`config.mk`:
```
export PLATFORM = sky130hd
export DESIGN_NAME = mips_kernel_ctrl
export DESIGN_NICKNAME = d
export VERILOG_FILES = /design/src/rtl/mips_kernel_pkg.sv /design/src/rtl/mips_kernel_ctrl_kernel_loader.sv /design/src/rtl/mips_kernel_ctrl.sv
export SDC_FILE = /design/constraint.sdc
export NUM_CORES = 1
export LEC_CHECK = 0
export CORE_AREA = 2 2 130 132
export DETAILED_ROUTE_END_ITERATION = 8
export DIE_AREA = 0 0 132 134
export GPL_TIMING_DRIVEN = 0
export MAX_ROUTING_LAYER = met4
export PLACE_DENSITY = 0.69
export SLEW_MARGIN = 20
export SYNTH_ARGS = -nofsm -noshare
export SYNTH_HDL_FRONTEND = slang
export SYNTH_SLANG_ARGS = --single-unit
```
`constraint.sdc`:
```
create_clock -name i_sys_clk -period 3.4 [get_ports i_sys_clk]
set_clock_uncertainty 0.1 [all_clocks]
set_input_delay 0.51 -clock i_sys_clk [delete_from_list [all_inputs] [get_ports i_sys_clk]]
set_output_delay 0.51 -clock i_sys_clk [all_outputs]
set_load 0.01 [all_outputs]
```
`src/rtl/mips_kernel_pkg.sv`:
```
// ---------------------------------------------------------------------------
// mips_kernel_pkg
// Shared types and constants for the MIPS kernel run-control sequencer:
//   - krnl_state_t : controller state (IDLE, RUN, DRAIN, DONE)
//   - ST_*         : completion status codes reported on o_krnl_status
//   - DEF_*        : default parameter values for the controller and loader
// ---------------------------------------------------------------------------
package mips_kernel_pkg;

    typedef enum logic [1:0] {
        S_IDLE  = 2'd0,
        S_RUN   = 2'd1,
        S_DRAIN = 2'd2,
        S_DONE  = 2'd3
    } krnl_state_t;

    localparam logic [1:0] ST_OK      = 2'd0;
    localparam logic [1:0] ST_TIMEOUT = 2'd1;
    localparam logic [1:0] ST_ABORT   = 2'd2;
    localparam logic [1:0] ST_EMPTY   = 2'd3;

    localparam int DEF_INST_LEN     = 32;
    localparam int DEF_PC_W         = 32;
    localparam int DEF_IMEM_AW      = 8;
    localparam int DEF_CNT_W        = 32;
    localparam int DEF_MAX_CYCLES   = 100000;
    localparam int DEF_DRAIN_CYCLES = 3;

endpackage

```
`src/rtl/mips_kernel_ctrl_kernel_loader.sv`:
```
// ---------------------------------------------------------------------------
// kernel_loader
// Ready/valid beat-to-instruction-memory writer. Each accepted beat is
// written one cycle later at the pre-increment pointer value.
// Ports:
//   i_clk, i_rst_n     clock, asynchronous active-low reset
//   i_idle             controller is in IDLE (loading and clear allowed)
//   i_clr              clear load pointer; wins over a same-cycle beat
//   i_valid, i_data    host instruction beat
//   o_ready            beat can be accepted (IDLE and not full)
//   o_accept           beat accepted this cycle (valid & ready & ~clr)
//   o_wr_en/addr/data  registered instruction-memory write port
//   o_count            instructions loaded (0 .. 2**IMEM_AW)
// ---------------------------------------------------------------------------
module kernel_loader
    import mips_kernel_pkg::*;
#(
    parameter int INST_LEN = DEF_INST_LEN,
    parameter int IMEM_AW  = DEF_IMEM_AW
) (
    input  logic                i_clk,
    input  logic                i_rst_n,
    input  logic                i_idle,
    input  logic                i_clr,
    input  logic                i_valid,
    input  logic [INST_LEN-1:0] i_data,
    output logic                o_ready,
    output logic                o_accept,
    output logic                o_wr_en,
    output logic [IMEM_AW-1:0]  o_wr_addr,
    output logic [INST_LEN-1:0] o_wr_data,
    output logic [IMEM_AW:0]    o_count
);

    logic                r_wr_en;
    logic [IMEM_AW-1:0]  r_wr_addr;
    logic [INST_LEN-1:0] r_wr_data;
    logic [IMEM_AW:0]    r_count;
    logic                w_clr;

    assign w_clr    = i_idle & i_clr;
    // The count can only reach 2**IMEM_AW, so its MSB alone is the full flag.
    assign o_ready  = i_idle & ~r_count[IMEM_AW];
    assign o_accept = i_valid & o_ready & ~w_clr;

    always_ff @(posedge i_clk or negedge i_rst_n) begin
        if (!i_rst_n) begin
            r_wr_en   <= 1'b0;
            r_wr_addr <= '0;
            r_wr_data <= '0;
            r_count   <= '0;
        end else begin
            r_wr_en <= o_accept;
            if (w_clr) begin
                r_count <= '0;
            end else if (o_accept) begin
                r_wr_addr <= r_count[IMEM_AW-1:0];
                r_wr_data <= i_data;
                r_count   <= r_count + (IMEM_AW+1)'(1);
            end
        end
    end

    assign o_wr_en   = r_wr_en;
    assign o_wr_addr = r_wr_addr;
    assign o_wr_data = r_wr_data;
    assign o_count   = r_count;

endmodule

```
`src/rtl/mips_kernel_ctrl.sv`:
```
// ---------------------------------------------------------------------------
// mips_kernel_ctrl
// Run-control sequencer between the host and the MIPS pipeline top. Loads
// host instructions into instruction memory, holds the core in reset until
// a start command, runs it until the MEM-stage PC passes a run-time end PC
// (then drains the pipeline), a timeout expires, or the host aborts.
// Ports:
//   i_sys_clk, i_sys_rst_n          clock, asynchronous active-low reset
//   i_inst_valid/data, o_inst_ready host instruction stream
//   i_host_clr/start/abort          host commands
//   i_host_end_pc                   end PC, sampled at start
//   o_imem_wr_en/addr/data          instruction-memory write port
//   o_core_rst, o_core_en           core reset (active-high) and run enable
//   i_core_pc                       MEM-stage PC from the core
//   o_busy, o_krnl_done             not-IDLE flag, one-cycle completion pulse
//   o_krnl_status                   0 OK, 1 TIMEOUT, 2 ABORT, 3 EMPTY
//   o_cycle_count, o_inst_count     cycles spent running, instructions loaded
// ---------------------------------------------------------------------------
module mips_kernel_ctrl
    import mips_kernel_pkg::*;
#(
    parameter int INST_LEN     = DEF_INST_LEN,
    parameter int PC_W         = DEF_PC_W,
    parameter int IMEM_AW      = DEF_IMEM_AW,
    parameter int CNT_W        = DEF_CNT_W,
    parameter int MAX_CYCLES   = DEF_MAX_CYCLES,
    parameter int DRAIN_CYCLES = DEF_DRAIN_CYCLES
) (
    input  logic                i_sys_clk,
    input  logic                i_sys_rst_n,
    input  logic                i_inst_valid,
    input  logic [INST_LEN-1:0] i_inst_data,
    output logic                o_inst_ready,
    input  logic                i_host_clr,
    input  logic                i_host_start,
    input  logic                i_host_abort,
    input  logic [PC_W-1:0]     i_host_end_pc,
    output logic                o_imem_wr_en,
    output logic [IMEM_AW-1:0]  o_imem_wr_addr,
    output logic [INST_LEN-1:0] o_imem_wr_data,
    output logic                o_core_rst,
    output logic                o_core_en,
    input  logic [PC_W-1:0]     i_core_pc,
    output logic                o_busy,
    output logic                o_krnl_done,
    output logic [1:0]          o_krnl_status,
    output logic [CNT_W-1:0]    o_cycle_count,
    output logic [IMEM_AW:0]    o_inst_count
);

    localparam int DRN_W = (DRAIN_CYCLES > 1) ? $clog2(DRAIN_CYCLES) : 1;
    localparam logic [DRN_W-1:0] LP_DRN_LAST = DRN_W'(DRAIN_CYCLES - 1);
    localparam logic [CNT_W-1:0] LP_TMO_LAST = CNT_W'(MAX_CYCLES - 1);

    krnl_state_t        r_state;
    logic               r_core_rst;
    logic               r_core_en;
    logic               r_busy;
    logic               r_done;
    logic [1:0]         r_status;
    logic [CNT_W-1:0]   r_cycle;
    logic [PC_W-1:0]    r_end_pc;
    logic [DRN_W-1:0]   r_drain;

    logic               w_accept;
    logic [IMEM_AW:0]   w_count;
    logic               w_has_prog;
    logic               w_timeout;

    function automatic logic [CNT_W-1:0] sat_inc(input logic [CNT_W-1:0] v);
        return (&v) ? v : v + CNT_W'(1);
    endfunction

    kernel_loader #(
        .INST_LEN (INST_LEN),
        .IMEM_AW  (IMEM_AW)
    ) u_loader (
        .i_clk     (i_sys_clk),
        .i_rst_n   (i_sys_rst_n),
        .i_idle    (~r_busy),
        .i_clr     (i_host_clr),
        .i_valid   (i_inst_valid),
        .i_data    (i_inst_data),
        .o_ready   (o_inst_ready),
        .o_accept  (w_accept),
        .o_wr_en   (o_imem_wr_en),
        .o_wr_addr (o_imem_wr_addr),
        .o_wr_data (o_imem_wr_data),
        .o_count   (w_count)
    );

    // A beat arriving with start counts; a clear arriving with start empties
    // the program, matching what the loader will hold after this edge.
    assign w_has_prog = w_accept | ((w_count != '0) & ~i_host_clr);
    assign w_timeout  = (MAX_CYCLES != 0) && (r_cycle == LP_TMO_LAST);

    always_ff @(posedge i_sys_clk or negedge i_sys_rst_n) begin
        if (!i_sys_rst_n) begin
            r_state    <= S_IDLE;
            r_core_rst <= 1'b1;
            r_core_en  <= 1'b0;
            r_busy     <= 1'b0;
            r_done     <= 1'b0;
            r_status   <= ST_OK;
            r_cycle    <= '0;
            r_end_pc   <= '0;
            r_drain    <= '0;
        end else begin
            r_done <= 1'b0;
            case (r_state)
                S_IDLE: begin
                    if (i_host_start) begin
                        r_busy     <= 1'b1;
                        r_core_rst <= 1'b0;
                        r_cycle    <= '0;
                        if (w_has_prog) begin
                            r_state   <= S_RUN;
                            r_core_en <= 1'b1;
                            r_end_pc  <= i_host_end_pc;
                            r_status  <= ST_OK;
                        end else begin
                            r_state  <= S_DONE;
                            r_done   <= 1'b1;
                            r_status <= ST_EMPTY;
                        end
                    end
                end
                S_RUN: begin
                    r_cycle <= sat_inc(r_cycle);
                    // Priority: abort > end-PC > timeout.
                    if (i_host_abort) begin
                        r_state   <= S_DONE;
                        r_done    <= 1'b1;
                        r_core_en <= 1'b0;
                        r_status  <= ST_ABORT;
                    end else if (i_core_pc > r_end_pc) begin
                        if (DRAIN_CYCLES == 0) begin
                            r_state   <= S_DONE;
                            r_done    <= 1'b1;
                            r_core_en <= 1'b0;
                            r_status  <= ST_OK;
                        end else begin
                            r_state <= S_DRAIN;
                            r_drain <= '0;
                        end
                    end else if (w_timeout) begin
                        r_state   <= S_DONE;
                        r_done    <= 1'b1;
                        r_core_en <= 1'b0;
                        r_status  <= ST_TIMEOUT;
                    end
                end
                S_DRAIN: begin
                    r_cycle <= sat_inc(r_cycle);
                    r_drain <= r_drain + DRN_W'(1);
                    if (i_host_abort) begin
                        r_state   <= S_DONE;
                        r_done    <= 1'b1;
                        r_core_en <= 1'b0;
                        r_status  <= ST_ABORT;
                    end else if (r_drain == LP_DRN_LAST) begin
                        r_state   <= S_DONE;
                        r_done    <= 1'b1;
                        r_core_en <= 1'b0;
                        r_status  <= ST_OK;
                    end
                end
                S_DONE: begin
                    // Core stays frozen out of reset for one cycle so data
                    // memory is readable; reset reasserts back in IDLE.
                    r_state    <= S_IDLE;
                    r_core_rst <= 1'b1;
                    r_busy     <= 1'b0;
                end
            endcase
        end
    end

    assign o_core_rst    = r_core_rst;
    assign o_core_en     = r_core_en;
    assign o_busy        = r_busy;
    assign o_krnl_done   = r_done;
    assign o_krnl_status = r_status;
    assign o_cycle_count = r_cycle;
    assign o_inst_count  = w_count;

endmodule

```
; Yosys cells after proc, flatten, opt, wreduce, memory -nomap -nowiden
; Index checks and enable logic that the tools add are counted.
; Widths: inputs -> output; s select.
[classes]
addsub = 3
magnitude_cmp = 1
eq_ne = 14
mux = 44
bitwise_logic = 10
n_reduce_logical = 17
[op_table]
columns = op, n
row1 = $mux 32, 2
row2 = $pmux 32 s2, 1
row3 = $add 32x1->32 const B, 1
row4 = $eq 32x17->1 const B, 1
row5 = $gt 32x32->1, 1
row6 = $mux 2, 16
row7 = $reduce_and 32->1, 1
row8 = $mux 9, 2
row9 = $mux 1, 16
row10 = $reduce_and 3->1, 4
row11 = $ne 2x2->1 const B, 5
row12 = $add 9x1->9 const B, 1
row13 = $ne 3x3->1 const B, 3
row14 = $reduce_bool 9->1, 1
row15 = $pmux 2 s4, 1
row16 = $reduce_bool 2->1, 4
row17 = $eq 2x2->1 const B, 3
row18 = $pmux 1 s3, 2
row19 = $pmux 2 s3, 1
row20 = $reduce_and 6->1, 1
row21 = $and 1x1->1, 5
row22 = $reduce_and 5->1, 1
row23 = $ne 4x4->1 const B, 1
row24 = $not 1->1, 4
row25 = 9 further kinds, 11
[word_totals]
ff_bits = 124
in_bits = 102
output_inout_bits = 89

; Longest topological paths before layout
; Gate-level depths: netlist (run 1).
[logic_depth]
word_depth = 8
mapped_depth = 10
depth_no_buf = 9

; Hierarchy
; From an unflattened synthesis (run 1), not the netlist that was laid out.
[unflattened]
cells_unflattened = 606
area_unflattened_um2 = 6486.2
[by_module_without_submodules]
columns = module, n_inst, cells_each, area_per_inst_um2, seq_area_each_um2
row1 = mips_kernel_ctrl, 1, 471, 4493.1, 1853.0
row2 = kernel_loader, 1, 135, 1993.2, 1251.2

; Worst setup path after synthesis (run 1)
; Ideal clock, no wire load.
[synth_path]
path_kind = input-to-reg
from = in i_core_pc[26]
to = reg r_status[0] (netlist: o_krnl_status[0])
setup_time_ps = 128
arrival_time_ps = 2498
setup_slack_ps = 675
stages = 8
path_buffers = 0
path_cell_list = ha_1 -> nand4_1 -> or4_4 -> o21bai_1 -> o22ai_1 -> nor4_2 -> o21ai_2 -> mux2_1
[synth_between]
elab_chain_len = 3
[synth_rtl]
columns = item, line
row1 = "start, declared", mips_kernel_ctrl.sv:43  ; input logic [PC_W-1:0] i_core_pc,
row2 = $gt 32x32->1, mips_kernel_ctrl.sv:136  ; end else if (i_core_pc > r_end_pc) begin
row3 = $ne 3x3->1 (no source line), --
row4 = $reduce_and 5->1 (no source line), --
row5 = "end signal, assigned", mips_kernel_ctrl.sv:135  ; r_status <= ST_ABORT;
row6 = "end signal, assigned", mips_kernel_ctrl.sv:141  ; r_status <= ST_OK;
row7 = "end signal, assigned", mips_kernel_ctrl.sv:150  ; r_status <= ST_TIMEOUT;
row8 = "end, declared", mips_kernel_ctrl.sv:60  ; logic [1:0] r_status;
; Every way passes these cells.
; A chain may end at the register's enable or synchronous reset.

; Worst setup path in the final report (run 1)
[layout_path]
from = reg u_loader.r_count[0] (netlist: u_loader.o_count[0])
to = reg r_end_pc[22]
[layout_between]
elab_chain_len = 4
[layout_rtl]
columns = item, line
row1 = "start, declared", mips_kernel_ctrl_kernel_loader.sv:38  ; logic [IMEM_AW:0] r_count;
row2 = "start signal, assigned", mips_kernel_ctrl_kernel_loader.sv:59  ; r_count <= r_count + (IMEM_AW+1)'(1);
row3 = $reduce_bool 9->1, mips_kernel_ctrl.sv:94  ; assign w_has_prog = w_accept | ((w_count != '0) & ~i_host_clr);
row4 = $and 1x1->1, mips_kernel_ctrl.sv:94
row5 = $or 1x1->1, mips_kernel_ctrl.sv:94
row6 = $reduce_and 3->1 (no source line), --
row7 = "end signal, assigned", mips_kernel_ctrl.sv:119  ; r_end_pc <= i_host_end_pc;
row8 = "end, declared", mips_kernel_ctrl.sv:62  ; logic [PC_W-1:0] r_end_pc;
; Every way passes these cells.

==> results of run 1 <==
-- state kept, by name, indices dropped and copies added (netlist names), 2 cells and up --
name / count
o_krnl_status: 2
r_drain: 2
r_state: 2
u_loader.o_wr_data: 32
r_end_pc: 32
u_loader.o_wr_addr: 8
o_cycle_count: 32
u_loader.o_count: 9
-- kinds of logic (layout without fill, tap and decap cells) --
logic type,count (synthesis),count (layout),synth area share [%]
flip-flops,124,124,48.4
buffers and inverters,77,300,4.64
AND/OR/NAND/NOR,321,321,22.8
AO/OA/AOI/OAI,142,142,13.1
multiplexers,10,10,1.64
XOR/XNOR,12,12,1.64
adder cells (fa/ha/maj),40,40,7.80
-- layout make-up --
| class | count | area share [%] |
|---|---|---|
| plain buffers | 29 | 1.27 |
| clock buffers | 21 | 4.99 |
| clock inverters | 11 | 1.55 |
| inverters | 48 | 1.95 |
| multi-input cells | 525 | 32.6 |
| flip-flops and latches | 124 | 33.6 |
| well taps | 220 | 2.98 |
| repair buffers | 191 | 21.0 |
-- cells in the final DEF, fill, tap and decap left out, types with 20 or more instances in the layout --
cell type,netlist,final
sky130_fd_sc_hd__a21oi_1,26,26
sky130_fd_sc_hd__ha_1,40,40
sky130_fd_sc_hd__dfrtp_1,123,123
sky130_fd_sc_hd__nor2_1,29,29
sky130_fd_sc_hd__nand2_1,189,189
sky130_fd_sc_hd__clkbuf_1,22,24
sky130_fd_sc_hd__o21ai_0,76,76
sky130_fd_sc_hd__clkdlybuf4s50_1,0,188
sky130_fd_sc_hd__nand3_1,20,20
sky130_fd_sc_hd__inv_1,47,47
-- how the worst max path moves through the flow --
stage                                   start          endpoint  slack [ns]  cells past startpoint
after global routing      u_loader.o_count[0]      r_end_pc[15]        0.06                     10
after detailed placement        i_core_pc[27]        r_state[1]       -0.04                      8
after floorplan                 i_core_pc[26]  o_krnl_status[0]        0.67                      8
final                     u_loader.o_count[0]      r_end_pc[22]        0.36                     10
after global placement            i_sys_rst_n      r_end_pc[20]       -3.45                      1
after CTS                 u_loader.o_count[0]      r_end_pc[15]        0.39                     10
-- per-layer routing --
layer	part of all wire, %	track usage (%)	up-vias
met1	47	27.0	2660
met4	2.1	7.73	0
met2	45	29.9	204
met3	6.0	4.91	31
li1	-	-	2920
met5	0	-	-
-- cells in the mapped netlist, drive strengths merged, types with 2 or more instances --
cell,n,share of area (%)
dfrtp,123,48
or3,10,0.98
inv,47,2.8
nor4b,2,0.27
nor4,8,0.88
xnor2,7,0.96
a21o,2,0.23
nand2b,5,0.49
o21a,4,0.47
nor2,31,1.9
nand3,21,1.7
buf,7,0.55
a22o,7,0.96
o41ai,2,0.27
clkbuf,22,1.3
o211ai,4,0.47
or4,4,0.64
xor2,5,0.68
nor2b,3,0.29
and4,3,0.41
ha,40,7.8
nand2,189,11
o21ai,78,6.2
and3,6,0.59
a31oi,4,0.39
a311oi,2,0.37
mux2,4,0.70
a21boi,3,0.35
nor3,19,1.5
a21oi,26,2.0
mux2i,6,0.94
a221oi,2,0.27
nand4,16,1.7
-- worst max-delay path, cell delays in order, from the launching register on --
cell and delay (ns):
sky130_fd_sc_hd__dfrtp_1 0.37, sky130_fd_sc_hd__clkbuf_1 0.29, sky130_fd_sc_hd__inv_1 0.10, sky130_fd_sc_hd__ha_1 0.21
sky130_fd_sc_hd__nor4b_1 0.14, sky130_fd_sc_hd__a31oi_1 0.46, sky130_fd_sc_hd__and3_1 0.29, sky130_fd_sc_hd__clkbuf_1 0.37
sky130_fd_sc_hd__buf_1 0.42, sky130_fd_sc_hd__nand2_1 0.10, sky130_fd_sc_hd__o21ai_0 0.10
-- where the power goes --
part | switching [mW] | internal, mW | leakage (nW)
combinational | 1.43 | 1.17 | 2.18
sequential | 0.245 | 1.94 | 1.59
clock | 0.673 | 1.19 | 0.293
total | 2.35 | 4.29 | 4.06
==> summary by stage, run 1 <==
Place
Summing all placed instances gives a cell area of ~8600 um^2. The congestion estimate from routability-driven global placement came to between 0.8 and 0.9. Port buffering added 189 buffers. The wire-length estimate of the detail-placed layout is between 10000 and 15000 um. The number of placed instances, taps included, is about 1.1k. The worst-case setup slack after placement is -0.0393 ns.

Yosys
The number of nets handed over by synthesis was 868. Synthesis produced a netlist whose cell count is about 730. After synthesis, the netlist uses 57 different library cells. The main flop type after synthesis is sky130_fd_sc_hd__dfrtp_1. Sequential elements use between 40% and 50% of the synthesized area. Of all flip-flops after synthesis, the portion carrying an async set or reset was 100%.

Counting flops and latches in the post-synthesis netlist gives around 120. The yosys synthesis warning count is 0. The post-synthesis instance area is roughly 6400 um^2. Averaged over all synthesized cells, the footprint is a little under 9 um^2. Counting flops with a built-in enable in the synthesized netlist gives 0.

Die
The number of primary I/O pins is 191. The horizontal die dimension is roughly 130 um. The die covers between 15000 and 20000 um^2. Measured along the y axis, the die boundary spans 134 um. The initial utilization of the core area, before any placement, comes to between 30% and 40%.

The floorplan has 47 rows. The core outline area is roughly 16000 um^2.

Pwr
In this run the power density over the cells is 720 nW/um^2. IR analysis of the VDD net gives a maximum drop of roughly 0.44 mV. Power comes to roughly 6.6 mW.

Summed over all cells, the static leakage comes to about 4 nW.

Worst setup path
STA puts the critical path data required time at about 3.6 ns. At the worst endpoint, the arrival time is roughly 3.3 ns. The category of the critical setup timing path is flop to flop. The cell count of the worst reg-to-reg path is 10. The highest fanout seen on the critical path is 10. The worst reg2reg path startpoint is u_loader.o_count[0]. The setup slack of the most critical reg-to-reg path is 0.36 ns.

The kind of end point of the critical path is a flop. The worst setup path is launched from a flop. The worst register-to-register path ends at r_end_pc[22].

STA
Setup repair after global routing left no endpoint under its margin. The final-layout setup total negative slack is 0 ns. The relative slew slack is between 40 and 50%. The slew at the pin closest to its max-slew limit is between 0.8 and 0.9 ns. The maximum clock frequency is between 300 and 400 MHz. The routed design could run at a clock period as short as 3.04 ns.

The number of max-slew violations in the final report was 0. Hold timing on the final database bottoms out at a slack of 0.370 ns. The number of endpoints with negative hold slack in the final report is 0. The final worst-path setup slack is ~0.36 ns. The total setup violations reported at the end of the flow is 0. The share of the clock period used by the worst path after layout is between 80 and 90%.

Min path
The launch point of the worst hold path is u_loader.o_wr_data[7]. The path with the worst hold slack has its endpoint at u_loader.o_wr_data[7]. The instance count along the most critical hold path is 2. The path class of the tightest hold or removal check is flop to flop.

Layout
The ratio of cells with drive above 1 in the final layout is roughly 5.4%. In the final layout, the multi-input gates occupy ~3000 um^2. The finished cells cover between 9000 and 10000 um^2. Cells fill about 57% of the core in the end. Registers take 3100 um^2. The signed area change from the synthesized netlist to the final layout is 43.9%. At the end of the flow, the number of nets in the layout was around 1.1k. The number of fill cells in the layout is roughly 1.5k. The final non-filler cell total is 1169. 0 antenna diodes ended up in the layout.

Clock network
The cell at the root of the clock tree is sky130_fd_sc_hd__clkbuf_16. After clock tree synthesis, the clock-pin slew on the worst setup and hold paths is roughly 0.060 ns. The clock passes through at most 2 buffers.

The number of hold buffers added after CTS was 1. The number of H-tree branching levels is 4. In this run, CTS created clock tree buffers numbering 17. TritonCTS built the clock tree.

The count of buffers added by post-CTS timing repair for setup is 0. The number of gates resized after cts is 0. The clock reaches the later pin of the worst-skew pair after approximately 0.42 ns.

Counting every sink on the clock net gives 124.

Route
The total iterations of the first detailed-routing run is 5. The total detailed-routing wirelength is about 17000 um. For this run, design rule violations remaining after detail routing come to 0. After the first detailed-routing iteration, the DRC count stood at ~400. Once detail routing completed, the nets flagged for antenna violations numbered 0. Using the TritonRoute via totals, the vias-per-cell ratio works out to 4.97.

After detailed routing, the average wire length per cell comes to approximately 14 um. Detailed routing inserted a total of 5815 vias.

GRT
The largest net degree at the start of global routing is around 80. The via count of the first global-routing pass came to roughly 5.5k. The first global-routing pass estimated 27800 um of wire. For this run the aggregate overflow at the end of global routing stands at 0.

The overall global routing resource usage is between 20% and 30%. The number of antenna violations at the first check in global routing is 0.

Run
Max-cap violations in this run came to 0.

Status
The run finished with clean final reports.
Note: power is estimated with default switching activity, not from simulation.
==> run 2, diff against run 1 <==
- CTS_CLUSTER_SIZE: unset -> 24
- TNS_END_PERCENT: unset -> 30
==> results of run 2 <==
Final layout, timing and power as in run 1 (identical DEF).
==> run 3, diff against run 2 <==
- SKIP_LAST_GASP: unset -> 1
==> results of run 3 <==
Final layout, timing and power as in run 1 (identical DEF).
